$ cat config.mk
export PLATFORM = sky130hd
export DESIGN_NAME = fixed_round_cast
export DESIGN_NICKNAME = d
export VERILOG_FILES = /design/src/rtl/cast_pkg.sv /design/src/rtl/fixed_round_cast_chk.sv /design/src/rtl/fixed_round_lane.sv /design/src/rtl/fixed_round_cast.sv
export SDC_FILE = /design/constraint.sdc
export NUM_CORES = 1
export LEC_CHECK = 0
export CORE_ASPECT_RATIO = 0.75
export CORE_MARGIN = 2
export CORE_UTILIZATION = 50
export DETAILED_ROUTE_END_ITERATION = 8
export PLACE_DENSITY = 0.77
export SETUP_SLACK_MARGIN = 0.15
export SLEW_MARGIN = 20
export SYNTH_ARGS = -nofsm -noshare
export SYNTH_HDL_FRONTEND = slang
export SYNTH_HIERARCHICAL = 1
export SYNTH_SLANG_ARGS = --single-unit
$ cat constraint.sdc
create_clock -name clk -period 2.85 [get_ports clk]
set_input_delay 0.57 -clock clk [delete_from_list [all_inputs] [get_ports clk]]
set_output_delay 0.57 -clock clk [all_outputs]
set_load 0.05 [all_outputs]
$ cat src/rtl/cast_pkg.sv
// Shared definitions for the fixed-point cast library.
//   round_mode_t : per-beat rounding mode carried on data_in_mode
//   sat_clamp    : clamp a sign-extended value into a signed range of a
//                  given width (width must be 2..63)
package cast_pkg;

   typedef enum logic [1:0] {
      FLOOR     = 2'd0,
      TRUNC     = 2'd1,
      HALF_UP   = 2'd2,
      HALF_EVEN = 2'd3
   } round_mode_t;

   // Values are carried at 64 bits so one function serves any lane width.
   function automatic logic signed [63:0] sat_clamp(
      input logic signed [63:0] value,
      input int unsigned        width
   );
      logic signed [63:0] max_v;
      logic signed [63:0] min_v;
      logic signed [63:0] res_v;
      max_v = (64'sd1 <<< (width - 32'd1)) - 64'sd1;
      min_v = -(64'sd1 <<< (width - 32'd1));
      if (value > max_v) begin
         res_v = max_v;
      end else if (value < min_v) begin
         res_v = min_v;
      end else begin
         res_v = value;
      end
      return res_v;
   endfunction

endpackage

$ cat src/rtl/fixed_round_cast_chk.sv
// Elaboration-time parameter legality check for fixed_round_cast.
// No ports; instantiated by the top so an illegal build fails to elaborate.
module fixed_round_cast_chk #(
   parameter int IN_WIDTH  = 8,
   parameter int OUT_WIDTH = 4
) ();

   generate
      if ((IN_WIDTH < 2) || (OUT_WIDTH < 2)) begin : g_width_error
         $error("fixed_round_cast: IN_WIDTH and OUT_WIDTH must both be at least 2");
      end
   endgenerate

endmodule

$ cat src/rtl/fixed_round_lane.sv
// One lane of the rounding step (purely combinational).
//   lane_in : signed input sample with IN_FRAC_WIDTH fractional bits
//   mode    : rounding mode (cast_pkg::round_mode_t encoding)
//   rounded : signed result with OUT_FRAC_WIDTH fractional bits, R_WIDTH wide
//             so the rounding increment can never overflow
module fixed_round_lane
   import cast_pkg::*;
#(
   parameter int IN_WIDTH       = 8,
   parameter int IN_FRAC_WIDTH  = 4,
   parameter int OUT_FRAC_WIDTH = 1,
   parameter int R_WIDTH        = 10
) (
   input  logic [IN_WIDTH-1:0] lane_in,
   input  logic [1:0]          mode,
   output logic [R_WIDTH-1:0]  rounded
);

   localparam int SHIFT = IN_FRAC_WIDTH - OUT_FRAC_WIDTH;

   logic signed [R_WIDTH-1:0] ext_s;

   assign ext_s = R_WIDTH'($signed(lane_in));

   generate
      if (SHIFT > 0) begin : g_round
         localparam logic [SHIFT-1:0] HALF = SHIFT'(2 ** (SHIFT - 1));

         logic signed [R_WIDTH-1:0] q_s;
         logic [SHIFT-1:0]          rem_s;
         logic                      inc_s;

         // Arithmetic shift gives floor; the discarded bits are an
         // unsigned remainder in [0, 2^SHIFT).
         assign q_s   = ext_s >>> SHIFT;
         assign rem_s = ext_s[SHIFT-1:0];

         // Select the +1 correction applied on top of floor
         always_comb begin
            inc_s = 1'b0;
            case (round_mode_t'(mode))
               FLOOR:     inc_s = 1'b0;
               TRUNC:     inc_s = ext_s[R_WIDTH-1] && (rem_s != {SHIFT{1'b0}});
               HALF_UP:   inc_s = (rem_s >= HALF);
               HALF_EVEN: inc_s = (rem_s > HALF) || ((rem_s == HALF) && q_s[0]);
               default:   inc_s = 1'b0;
            endcase
         end

         assign rounded = q_s + {{(R_WIDTH-1){1'b0}}, inc_s};
      end else begin : g_exact
         // Gaining fractional bits is exact: just scale up.
         assign rounded = ext_s <<< (-SHIFT);
      end
   endgenerate

endmodule

$ cat src/rtl/fixed_round_cast.sv
// Pipelined multi-lane fixed-point cast: round to OUT_FRAC_WIDTH with a
// per-beat mode, then saturate or wrap to OUT_WIDTH.
// Ports:
//   clk, rst_n            clock, synchronous active-low reset
//   data_in/_mode/_valid  input beat (lane 0 in LSBs), rounding mode, valid
//   data_in_ready         input ready (combinational from data_out_ready)
//   data_out/_ovf/_valid  registered result, per-lane overflow, valid
//   data_out_ready        output ready
//   ovf_count, ovf_clear  saturating count of delivered overflow beats, clear
module fixed_round_cast
   import cast_pkg::*;
#(
   parameter int IN_WIDTH       = 8,
   parameter int IN_FRAC_WIDTH  = 4,
   parameter int OUT_WIDTH      = 4,
   parameter int OUT_FRAC_WIDTH = 1,
   parameter int CHANNELS       = 4,
   parameter int SATURATE       = 1,
   parameter int CNT_WIDTH      = 16
) (
   input  logic                           clk,
   input  logic                           rst_n,
   input  logic [CHANNELS*IN_WIDTH-1:0]   data_in,
   input  logic [1:0]                     data_in_mode,
   input  logic                           data_in_valid,
   output logic                           data_in_ready,
   output logic [CHANNELS*OUT_WIDTH-1:0]  data_out,
   output logic [CHANNELS-1:0]            data_out_ovf,
   output logic                           data_out_valid,
   input  logic                           data_out_ready,
   output logic [CNT_WIDTH-1:0]           ovf_count,
   input  logic                           ovf_clear
);

   localparam int SHIFT   = IN_FRAC_WIDTH - OUT_FRAC_WIDTH;
   // Two guard bits absorb the rounding increment; extra bits cover
   // the left shift when the output has more fractional bits.
   localparam int R_WIDTH = IN_WIDTH + 2 + ((SHIFT < 0) ? -SHIFT : 0);

   logic                                 v1_r;
   logic                                 v2_r;
   logic                                 adv1_s;
   logic                                 adv2_s;
   logic [CHANNELS-1:0][R_WIDTH-1:0]     rounded_s;
   logic [CHANNELS-1:0][R_WIDTH-1:0]     r1_r;
   logic [CHANNELS-1:0][OUT_WIDTH-1:0]   cast_s;
   logic [CHANNELS-1:0][OUT_WIDTH-1:0]   out_r;
   logic [CHANNELS-1:0]                  ovf_s;
   logic [CHANNELS-1:0]                  ovf_r;
   logic [CNT_WIDTH-1:0]                 cnt_r;

   fixed_round_cast_chk #(
      .IN_WIDTH  (IN_WIDTH),
      .OUT_WIDTH (OUT_WIDTH)
   ) u_chk ();

   // A stage may load when it is empty or its contents move on this cycle.
   assign adv2_s        = !v2_r || data_out_ready;
   assign adv1_s        = !v1_r || adv2_s;
   assign data_in_ready = adv1_s;

   generate
      for (genvar gi = 0; gi < CHANNELS; gi++) begin : g_lane
         logic signed [63:0] wide_s;
         logic signed [63:0] clamped_s;

         fixed_round_lane #(
            .IN_WIDTH       (IN_WIDTH),
            .IN_FRAC_WIDTH  (IN_FRAC_WIDTH),
            .OUT_FRAC_WIDTH (OUT_FRAC_WIDTH),
            .R_WIDTH        (R_WIDTH)
         ) u_lane (
            .lane_in (data_in[gi*IN_WIDTH +: IN_WIDTH]),
            .mode    (data_in_mode),
            .rounded (rounded_s[gi])
         );

         // Overflow is exactly "clamping would change the value", so the
         // flag is reported identically in saturate and wrap builds.
         assign wide_s      = 64'($signed(r1_r[gi]));
         assign clamped_s   = sat_clamp(wide_s, OUT_WIDTH);
         assign ovf_s[gi]   = (clamped_s != wide_s);
         assign cast_s[gi]  = (SATURATE != 0) ? clamped_s[OUT_WIDTH-1:0]
                                              : r1_r[gi][OUT_WIDTH-1:0];
      end
   endgenerate

   // Stage 1: capture the rounded lanes of an accepted beat
   always_ff @(posedge clk) begin
      if (!rst_n) begin
         v1_r <= 1'b0;
         r1_r <= {(CHANNELS*R_WIDTH){1'b0}};
      end else if (adv1_s) begin
         v1_r <= data_in_valid;
         if (data_in_valid) begin
            r1_r <= rounded_s;
         end
      end
   end

   // Stage 2: capture the cast result and overflow flags; holds while stalled
   always_ff @(posedge clk) begin
      if (!rst_n) begin
         v2_r  <= 1'b0;
         out_r <= {(CHANNELS*OUT_WIDTH){1'b0}};
         ovf_r <= {CHANNELS{1'b0}};
      end else if (adv2_s) begin
         v2_r <= v1_r;
         if (v1_r) begin
            out_r <= cast_s;
            ovf_r <= ovf_s;
         end
      end
   end

   // Overflow beat counter: clear wins, saturates at all-ones
   always_ff @(posedge clk) begin
      if (!rst_n) begin
         cnt_r <= {CNT_WIDTH{1'b0}};
      end else if (ovf_clear) begin
         cnt_r <= {CNT_WIDTH{1'b0}};
      end else if (v2_r && data_out_ready && (|ovf_r) &&
                   (cnt_r != {CNT_WIDTH{1'b1}})) begin
         cnt_r <= cnt_r + CNT_WIDTH'(1'b1);
      end
   end

   assign data_out       = out_r;
   assign data_out_ovf   = ovf_r;
   assign data_out_valid = v2_r;
   assign ovf_count      = cnt_r;

endmodule

==> flow_summary_export.csv <==
group,metric,value,unit
cts,cts-root-buf,"clkbuf_8",
cts,cts_buffers,9,
pwr,internal-power,1880,µW
floorplanning,start_util,0.518,
min_path,hold_class,"register to register",
outcome,status,"finished clean",
synthesis,ys_warn_count,6,
sta,skew,7.80,ps
routing,num_vias,3622,
synthesis,ys_seq_elements,78,
floorplanning,io-pin-count,77,
floorplanning,chipHeight,82.5,µm
cells_and_area,synthToLayoutAreaGrowth,24.1,%
cells_and_area,num_antenna_cells,0,
routing,wl_met3,475,µm
place,io_buffer_count,76,
pwr,switching_share,0.268,
routing,drt-pass1-iter-count,4,
synthesis,yosysMostFrequentCell,"nand2_1",
routing,dr_wl_met2,4360,µm
worst_setup_path,cp_num_cells,1,
worst_setup_path,worstPathCellList,"clkdlybuf4s50_1",
sta,hold_viol_final,0,
synthesis,synth.avg_cell_area,8.41,µm²
synthesis,yosysSeqAreaShare,0.380,
synthesis,synthCells,488,
worst_setup_path,regToRegEndpoint,"ovf_count[0]",
pwr,power,2570,µW
synthesis,synth_area_leaders,"dfxtp_1 (38%), nand2_1 (9.3%), a21boi_0 (7.1%), ha_1 (4.0%), a21oi_1 (3.2%)",
grt,first_global_vias,3372,
pwr,p_leak,0.00186,µW
min_path,min_from,"g_lane[0].wide_s[2]",
pwr,power_density,504,nW/µm²
routing,drc,0,
floorplanning,die_area,8960,µm²
cts,path_clk_slew,80,ps
pwr,p_sw,689,µW
sta,min_period_over_period,0.810,
worst_setup_path,rr_startpoint,"ovf_count[0]",
synthesis,synth_edf_count,0,
synthesis,synth_fp_nets,540,
routing,wl_met1,4290,µm
worst_setup_path,r2r_cells,5,
grt,grt_max_degree,63,
routing,dr.max_layer_used,"met4",
sta,fmax,0.433,GHz
routing,vias_per_cell,5.54,
sta,relSlewSlack,0.564,
cells_and_area,design_area,5090,µm²
place,routabilityCongestion,0.825,
synthesis,yosysTopAreaCell,"dfxtp_1",
worst_setup_path,critPathKind,"register to primary output",
pwr,combinationalPowerShare,0.173,
floorplanning,rows,28,
routing,ant_nets,0,
sta,period_minus_slack,2310,ps
worst_setup_path,cp_top_family,"buffers and inverters",
min_path,hold_depth,2,
worst_setup_path,path_buf_inv,1,
sta,setup_tns,0,ps
floorplanning,die_x,109,µm
cts,cts_tree,"built",
routing,routedWlPerCell,14.0,µm
worst_setup_path,end_kind,"primary output",
cts,cts_hold_buf,0,
sta,rsz0062_at_grt,"no",
synthesis,synthesis.area,4110,µm²
synthesis,synth_common_cells,"nand2_1 (102), dfxtp_1 (78), a21boi_0 (39)",
pwr,ir_worst_vdd,0.000314,V
worst_setup_path,crit_slowest_cell,"clkdlybuf4s50_1",
cts,clock-sinks,78,
sta,tightest_slew,648,ps
job,maxCapViolations,0,
synthesis,ys_types,48,
pwr,clockPowerShare,0.362,
cts,cts-resized-gates,0,
worst_setup_path,slowest_delay,880,ps
floorplanning,core-area,7920,µm²
synthesis,ys.flop_type,"dfxtp_1",
cts,clkLatencyLatePin,350,ps
grt,gr-total-overflow,0,
cells_and_area,fillCellCount,690,
grt,antenna_found_initial,0,
min_path,whs_endpoint,"g_lane[0].wide_s[2]",
grt,grt_usage,0.213,
synthesis,synth.top_cell.area_share,0.380,
cts,cts_max_path_buffers,2,
worst_setup_path,cp_data_arrival_time,1740,ps
sta,slew_violations,0,
grt,grt_pass1_wl,15100,µm
worst_setup_path,worst-r2r-setup-slack,1000,ps
sta,setup_viol,0,
place,dpl.hpwl,6660,µm
cts,postCtsSetupBuffers,0,
pwr,seq_power_share,0.465,
cts,cts-htree-levels,3,
place,place_area,4870,µm²
cells_and_area,drive_above_1_share,0.0820,
worst_setup_path,cp.required,2280,ps
worst_setup_path,crit_fanout,8,
worst_setup_path,cp-start-kind,"register",
routing,drtIter0Drc,149,
cells_and_area,nNetsFinal,597,
synthesis,synthArstFlopShare,0,
routing,postRouteWirelength,9180,µm
-- worst max-delay path by stage --
| stage | start | endpoint | slack, ps |
|---|---|---|---|
| after floorplan | data_out_valid | g_lane[0].wide_s[0] | 660 |
| after global placement | data_in_mode[1] | g_lane[3].wide_s[4] | 330 |
| after detailed placement | data_in_mode[1] | g_lane[1].wide_s[4] | 200 |
| after CTS | data_out_valid | data_out_valid | 540 |
| after global routing | data_in_mode[1] | g_lane[1].wide_s[4] | 380 |
| final | data_out_valid | data_out_valid | 540 |
-- worst reg2reg max path, cell delays in order (launching register included) --
cell and delay (ps):
dfxtp_1 410, ha_1 220, nand3_1 130, nor3_2 550, a21oi_1 240, mux2i_1 170
-- final cells by class --
cell class,count,area (µm²),area share
multi-input cells,360,2290,0.449
flip-flops and latches,78,1560,0.307
repair buffers,82,841,0.165
clock buffers,11,151,0.0297
well taps,105,131,0.0258
clock inverters,4,70.1,0.0138
inverters,14,52.6,0.0103
-- power groups by stage --
stage                     clock network (µW)  logic [µW]  registers, µW
after global routing                     989         488           1200
after CTS                                943         447           1190
after floorplan                            0         231           1280
after detailed placement                   0         445           1220
final                                    928         445           1190
after global placement                     0         434           1220
-- layout by cell type (no fill, tap or decap), types with 3 or more instances in the layout --
| cell | count |
|---|---|
| nor2_1 | 11 |
| o31ai_1 | 5 |
| nor3_2 | 7 |
| or4_1 | 5 |
| xnor2_1 | 8 |
| o21ai_0 | 12 |
| o21ba_1 | 4 |
| nor3_1 | 3 |
| a21oi_1 | 26 |
| xor2_1 | 6 |
| clkbuf_8 | 11 |
| nand2b_1 | 10 |
| and4_1 | 4 |
| nor4_1 | 6 |
| a211oi_1 | 3 |
| buf_4 | 4 |
| ha_1 | 13 |
| nand4_1 | 9 |
| a21boi_1 | 7 |
| and4b_2 | 4 |
| clkdlybuf4s50_1 | 75 |
| a31oi_1 | 4 |
| nor2b_1 | 9 |
| o221a_2 | 6 |
| inv_1 | 14 |
| nand3_1 | 14 |
| mux2i_1 | 9 |
| dfxtp_1 | 78 |
| o21a_1 | 4 |
| nand2_1 | 102 |
| buf_12 | 3 |
| or3_1 | 8 |
| a21boi_0 | 39 |
-- registers in the layout, summed over array words and instances, names as in the netlist --
register / flops
g_lane.wide_s: 40
ovf_count: 16
v1_r: 1
data_out_ovf: 4
data_out_valid: 1
data_out: 16
-- through the flow --
stage	hold slack (ps)	util	worst slack, ps	instances
2_1_floorplan	438	-	657	488
3_3_place_gp	454	0.615	328	639
3_5_place_dp	458	0.615	198	639
4_1_cts	470	0.643	537	654
5_1_grt	498	0.643	378	654
6_report	471	0.643	543	654
-- cell families (layout without fill, tap and decap cells) --
| family | after synthesis | after routing | synth area share |
|---|---|---|---|
| mux | 9 | 9 | 0.0219 |
| buf+inv | 50 | 111 | 0.0628 |
| xor+xnor | 14 | 14 | 0.0299 |
| fa+ha+maj | 13 | 13 | 0.0396 |
| simple gates | 203 | 203 | 0.261 |
| flops | 78 | 78 | 0.380 |
| compound gates | 121 | 121 | 0.205 |
-- per-layer routing --
layer  GRT usage  vias up
li1            -     1835
met3      0.0549        4
met2       0.366      105
met1       0.268     1678
met4      0.0603        0
met5           0        -
No activity file was read; power rests on OpenSTA's default activity.
